### src/rtl/servile_wb_cmd_master.sv
// Host byte-stream command decoder that issues single 32-bit Wishbone cycles on
// the shared-SRAM port and answers with read-data bytes or an 8'hA5 write ack.
module servile_wb_cmd_master #(
  parameter  int depth = 256,
  localparam int aw    = $clog2(depth)
) (
  input  logic          i_clk,
  input  logic          i_rst,
  input  logic [7:0]    i_rx_data,
  input  logic          i_rx_valid,
  output logic          o_rx_ready,
  output logic [7:0]    o_tx_data,
  output logic          o_tx_valid,
  input  logic          i_tx_ready,
  output logic [aw-3:0] o_wb_adr,
  output logic [31:0]   o_wb_dat,
  output logic [3:0]    o_wb_sel,
  output logic          o_wb_we,
  output logic          o_wb_stb,
  input  logic [31:0]   i_wb_rdt,
  input  logic          i_wb_ack,
  output logic          o_busy
);

  // state     | meaning
  // CMD       | idle, waiting for command byte
  // ADR0/ADR1 | address low/high byte
  // DAT0..3   | write data bytes, little-endian
  // BUS       | Wishbone cycle in flight, waiting for ack
  // RSP0..3   | presenting read-data bytes
  // WACK      | presenting write acknowledge 8'hA5
  typedef enum logic [3:0] {
    CMD, ADR0, ADR1, DAT0, DAT1, DAT2, DAT3, BUS,
    RSP0, RSP1, RSP2, RSP3, WACK
  } state_t;

  localparam int AWW = aw - 2;

  state_t      state, state_nxt;
  logic [5:0]  adr_lo;
  logic [31:0] rdata;
  logic        rx_xfer;
  logic        tx_xfer;

  assign rx_xfer = i_rx_valid & o_rx_ready;
  assign tx_xfer = o_tx_valid & i_tx_ready;

  always_ff @(posedge i_clk) begin
    if (i_rst) state <= CMD;
    else       state <= state_nxt;
  end

  always_comb begin
    state_nxt  = state;
    o_rx_ready = 1'b0;
    o_tx_valid = 1'b0;
    o_tx_data  = 8'h00;
    o_wb_stb   = 1'b0;
    o_busy     = 1'b1;
    case (state)
      CMD: begin
        o_busy     = 1'b0;
        o_rx_ready = 1'b1;
        if (rx_xfer) state_nxt = ADR0;
      end
      ADR0: begin
        o_rx_ready = 1'b1;
        if (rx_xfer) state_nxt = ADR1;
      end
      ADR1: begin
        o_rx_ready = 1'b1;
        if (rx_xfer) state_nxt = o_wb_we ? DAT0 : BUS;
      end
      DAT0: begin
        o_rx_ready = 1'b1;
        if (rx_xfer) state_nxt = DAT1;
      end
      DAT1: begin
        o_rx_ready = 1'b1;
        if (rx_xfer) state_nxt = DAT2;
      end
      DAT2: begin
        o_rx_ready = 1'b1;
        if (rx_xfer) state_nxt = DAT3;
      end
      DAT3: begin
        o_rx_ready = 1'b1;
        if (rx_xfer) state_nxt = BUS;
      end
      BUS: begin
        o_wb_stb = 1'b1;
        if (i_wb_ack) state_nxt = o_wb_we ? WACK : RSP0;
      end
      RSP0: begin
        o_tx_valid = 1'b1;
        o_tx_data  = rdata[7:0];
        if (tx_xfer) state_nxt = RSP1;
      end
      RSP1: begin
        o_tx_valid = 1'b1;
        o_tx_data  = rdata[15:8];
        if (tx_xfer) state_nxt = RSP2;
      end
      RSP2: begin
        o_tx_valid = 1'b1;
        o_tx_data  = rdata[23:16];
        if (tx_xfer) state_nxt = RSP3;
      end
      RSP3: begin
        o_tx_valid = 1'b1;
        o_tx_data  = rdata[31:24];
        if (tx_xfer) state_nxt = CMD;
      end
      WACK: begin
        o_tx_valid = 1'b1;
        o_tx_data  = 8'hA5;
        if (tx_xfer) state_nxt = CMD;
      end
      default: state_nxt = CMD;
    endcase
  end

  // Bus fields only change in rx states, so they are frozen while stb is high.
  always_ff @(posedge i_clk) begin
    if (i_rst) begin
      adr_lo   <= 6'd0;
      rdata    <= 32'd0;
      o_wb_adr <= '0;
      o_wb_dat <= 32'd0;
      o_wb_sel <= 4'h0;
      o_wb_we  <= 1'b0;
    end else begin
      if (rx_xfer) begin
        case (state)
          CMD: begin
            o_wb_we  <= i_rx_data[0];
            o_wb_sel <= i_rx_data[0] ? i_rx_data[7:4] : 4'hF;
          end
          ADR0:    adr_lo          <= i_rx_data[7:2];
          ADR1:    o_wb_adr        <= AWW'({i_rx_data, adr_lo});
          DAT0:    o_wb_dat[7:0]   <= i_rx_data;
          DAT1:    o_wb_dat[15:8]  <= i_rx_data;
          DAT2:    o_wb_dat[23:16] <= i_rx_data;
          DAT3:    o_wb_dat[31:24] <= i_rx_data;
          default: ;
        endcase
      end
      if (state == BUS && i_wb_ack) rdata <= i_wb_rdt;
    end
  end

endmodule

### config.mk
export PLATFORM = sky130hd
export DESIGN_NAME = servile_wb_cmd_master
export DESIGN_NICKNAME = d
export VERILOG_FILES = /design/src/rtl/servile_wb_cmd_master.sv
export SDC_FILE = /design/constraint.sdc
export NUM_CORES = 1
export LEC_CHECK = 0
export CORE_ASPECT_RATIO = 1.25
export CORE_UTILIZATION = 30
export CTS_BUF_LIST = sky130_fd_sc_hd__clkbuf_8
export CTS_CLUSTER_DIAMETER = 30
export CTS_CLUSTER_SIZE = 16
export DETAILED_ROUTE_END_ITERATION = 8
export GPL_TIMING_DRIVEN = 1
export HOLD_SLACK_MARGIN = 0.12
export SETUP_SLACK_MARGIN = 0.2
export SKIP_LAST_GASP = 1
export SYNTH_ARGS = -nofsm -noshare
export SYNTH_HDL_FRONTEND = slang
export SYNTH_SLANG_ARGS = --single-unit
### constraint.sdc
create_clock -name i_clk -period 1.72 [get_ports i_clk]
set_input_delay 0.516 -clock i_clk [delete_from_list [all_inputs] [get_ports i_clk]]
set_output_delay 0.516 -clock i_clk [all_outputs]
set_load 0.02 [all_outputs]
==> results.sh <==
export IMPL_outcome="finished, violations left"
export IMPL_reg2reg_from="state[0]$_SDFFE_PP0P_"
export IMPL_syn_area_per_cell_um2=9.28
export IMPL_fin_crit_ns=2.19
export IMPL_drtIter0Drc=122
export IMPL_drv_slew=0
export IMPL_syn_num_nets=428
export IMPL_nNetsFinal=568
export IMPL_hold_path_class="flop to flop"
export IMPL_seqPwrFrac_pct=47.1
export IMPL_hp_start="rdata[14]$_SDFFE_PP0P_"
export IMPL_p_leak_nw=2.23
export IMPL_grt_pass1_wl_um=16500
export IMPL_cts_tree="done"
export IMPL_synth_cell_type_count=38
export IMPL_io_buffers=99
export IMPL_mostFrequentLayoutCells="dfxtp_1 (81), nand2_1 (53), nor2_1 (52), mux2i_1 (44), clkdlybuf4s50_1 (42)"
export IMPL_avgViaCountPerCell=4.84
export IMPL_worst_slack_ns=-0.473
export IMPL_grtUsageTotal_pct=17.7
export IMPL_clock_path_buffers=2
export IMPL_grt_overflow=0
export IMPL_min_period_over_period_pct=128
export IMPL_drtPass1Iterations=4
export IMPL_critPathKind="flop to primary output"
export IMPL_syn_area_mm2=0.00355
export IMPL_drv_cap=0
export IMPL_insertion_delay_ns=0.36
export IMPL_yosysSeqAreaShare_pct=47.9
export IMPL_p_int_mw=3.25
export IMPL_reg2regPathDepth=12
export IMPL_root_buffer="clkbuf_8"
export IMPL_violations="negative setup slack"
export IMPL_vias=3209
export IMPL_tns_ns=-10.10
export IMPL_dp_hpwl_um=6520
export IMPL_cts_sinks=85
export IMPL_pwr_share_comb_pct=18.9
export IMPL_swShare_pct=25.4
export IMPL_clkSlewWorstSetupHoldPaths_ns=0.08
export IMPL_initial_core_util_pct=30.7
export IMPL_gp_congestion=0.736
export IMPL_htree_levels=3
export IMPL_startpoint_type="flop"
export IMPL_cts_hold_buffers=0
export IMPL_post_route_cells_drive_above_1_share_pct=39.0
export IMPL_die_area_mm2=0.0123
export IMPL_fp_dieW_um=99.3
export IMPL_final_common_cell="dfxtp_1"
export IMPL_drc_errors=0
export IMPL_whs_ns=0.460
export IMPL_dieHeight_um=124
export IMPL_syn_to_final_growth_pct=61.4
export IMPL_rsz0062_at_grt="yes"
export IMPL_final_core_util_pct=49.6
export IMPL_cts_buffers=9
export IMPL_p_per_area_mw_per_mm2=761
export IMPL_antenna_found_initial=0
export IMPL_yosys_register_bits=85
export IMPL_clock_skew_ns=0.0115
export IMPL_synth_warnings=0
export IMPL_worstMarginPinSlew_ns=0.410
export IMPL_fp_row_count=44
export IMPL_slew_headroom_pct=72.7
export IMPL_grt_max_degree=86
export IMPL_ant_nets=0
export IMPL_whs_endpoint="rdata[14]$_SDFFE_PP0P_"
export IMPL_worstHoldPathCells=2
export IMPL_clock_power_share_pct=34.0
export IMPL_wire_per_inst_um=16.5
export IMPL_reg2reg_slack_ns=-0.29
export IMPL_core_area_mm2=0.0116
export IMPL_ir_drop_mv=0.532
export IMPL_cp_required_ns=1.20
export IMPL_drt_wl_total_um=10900
export IMPL_fill_cells=1081
export IMPL_r2r_end="state[2]$_SDFFE_PP0P_"
export IMPL_critPathArrivalTime_ns=1.68
export IMPL_syn_instance_count=383
export IMPL_diodes=0
export IMPL_report_final_hold_viol_count=0
export IMPL_crit_path_end_kind="primary output"
export IMPL_p_sw_mw=1.11
export IMPL_io_pins=100
export IMPL_setup_violations_final=78
export IMPL_fmax_mhz=456
export IMPL_grt_pass1_vias=3258
export IMPL_worstPathMaxFanout=4
==> through the flow <==
step,total power [mW],instance area [µm²],instances,setup slack [ns]
after global placement,2.73,4920,619,-0.554
after CTS,4.36,5560,655,-0.491
after global routing,4.55,5740,663,-0.525
after detailed placement,2.74,4920,619,-0.587
final,4.37,5740,663,-0.473
after floorplan,2.43,3620,383,-0.00392
==> worst max path at each step <==
stage | slack [ns] | cells after the start | to | startpoint
floorplan | -0.004 | 5 | o_tx_data[0] | state[0]$_SDFFE_PP0P_
global placement | -0.55 | 4 | o_tx_data[5] | state[0]$_SDFFE_PP0P_
detailed placement | -0.59 | 4 | o_tx_data[5] | state[0]$_SDFFE_PP0P_
CTS | -0.49 | 5 | o_tx_data[7] | state[0]$_SDFFE_PP0P_
global route | -0.52 | 5 | o_tx_data[0] | state[0]$_SDFFE_PP0P_
finish | -0.47 | 5 | o_tx_data[7] | state[0]$_SDFFE_PP0P_
==> synth_stat cells <==
cell | instances | area share [%]
nand3b_1 | 1 | 0.21
or3_1 | 1 | 0.18
buf_4 | 5 | 1.1
buf_6 | 1 | 0.32
a211oi_1 | 3 | 0.63
mux2i_1 | 46 | 13
nand4b_2 | 1 | 0.42
nor3_1 | 1 | 0.14
nor3b_1 | 1 | 0.21
buf_8 | 2 | 0.85
nor2_1 | 56 | 5.9
a2111o_1 | 1 | 0.32
o21ai_0 | 2 | 0.28
and2_1 | 2 | 0.35
a21boi_0 | 3 | 0.63
nand2_1 | 69 | 7.3
a311oi_1 | 4 | 0.99
inv_1 | 5 | 0.53
o211a_1 | 1 | 0.28
clkbuf_1 | 15 | 1.6
dfxtp_1 | 85 | 48
mux4_1 | 4 | 3.0
a211o_1 | 1 | 0.25
inv_2 | 1 | 0.11
buf_2 | 7 | 0.99
nand3b_2 | 1 | 0.32
o21a_1 | 1 | 0.21
o32ai_2 | 1 | 0.46
nand4b_1 | 2 | 0.49
mux2_1 | 1 | 0.32
nor2_4 | 1 | 0.32
nor3_4 | 1 | 0.46
nor2b_1 | 5 | 0.88
a21oi_1 | 39 | 5.5
mux4_2 | 3 | 1.9
and3_1 | 2 | 0.35
nand2b_1 | 7 | 1.2
and4_1 | 1 | 0.25
==> final cells by class <==
type | instances | area (µm²) | area share (%)
Inverter | 6 | 22.5 | 0.393
Sequential cell | 85 | 1710 | 29.8
Multi-Input combinational cell | 262 | 1980 | 34.5
Clock buffer | 9 | 124 | 2.16
Tap cell | 138 | 173 | 3.01
Clock inverter | 4 | 76.3 | 1.33
Timing Repair Buffer | 159 | 1650 | 28.8
==> critical path, stage by stage, from the launching register on <==
cell and delay, ns:
dfxtp_4 0.37, buf_4 0.13, mux4_2 0.53, nand2b_4 0.10, a21boi_4 0.04, buf_4 0.15
==> registers in the layout (all words and copies together) (netlist names) <==
register	count
o_wb_we	1
o_wb_adr	6
rdata	32
o_wb_dat	32
state	4
adr_lo	6
o_wb_sel	4
==> repair_timing <==
| item | 4_1_cts | 5_1_grt |
|---|---|---|
| endpoints found under the setup margin | 139 | 118 |
| resized for setup | 245 | 72 |
| pin swaps | 14 | 38 |
| cloned | 4 | 3 |
| buffers inserted | 19 | 5 |
==> metal layers <==
layer	track usage, %	part of all wire, %	vias up
met2	32.2	52	91
met3	4.83	4.8	14
met4	7.54	2.2	0
li1	-	-	1569
met1	19.3	41	1535
met5	0	0	-
==> cells by family (layout without fill, tap and decap cells) <==
group | Yosys count | in the layout | share of synthesized area (%)
and+or+nand+nor | 152 | 152 | 19.0
DFF | 85 | 85 | 47.9
AOI/OAI and AO/OA | 56 | 56 | 9.54
muxes | 54 | 54 | 18.1
buffers and inverters | 36 | 178 | 5.42
==> power by group through the flow <==
stage | sequential, mW | clock (mW) | combinational (mW)
floorplan | 2.12 | 0 | 0.309
global placement | 2.11 | 0 | 0.618
detailed placement | 2.11 | 0 | 0.625
CTS | 2.05 | 1.53 | 0.779
global route | 2.06 | 1.62 | 0.877
finish | 2.05 | 1.49 | 0.825
No activity file was read; power rests on OpenSTA's default activity.
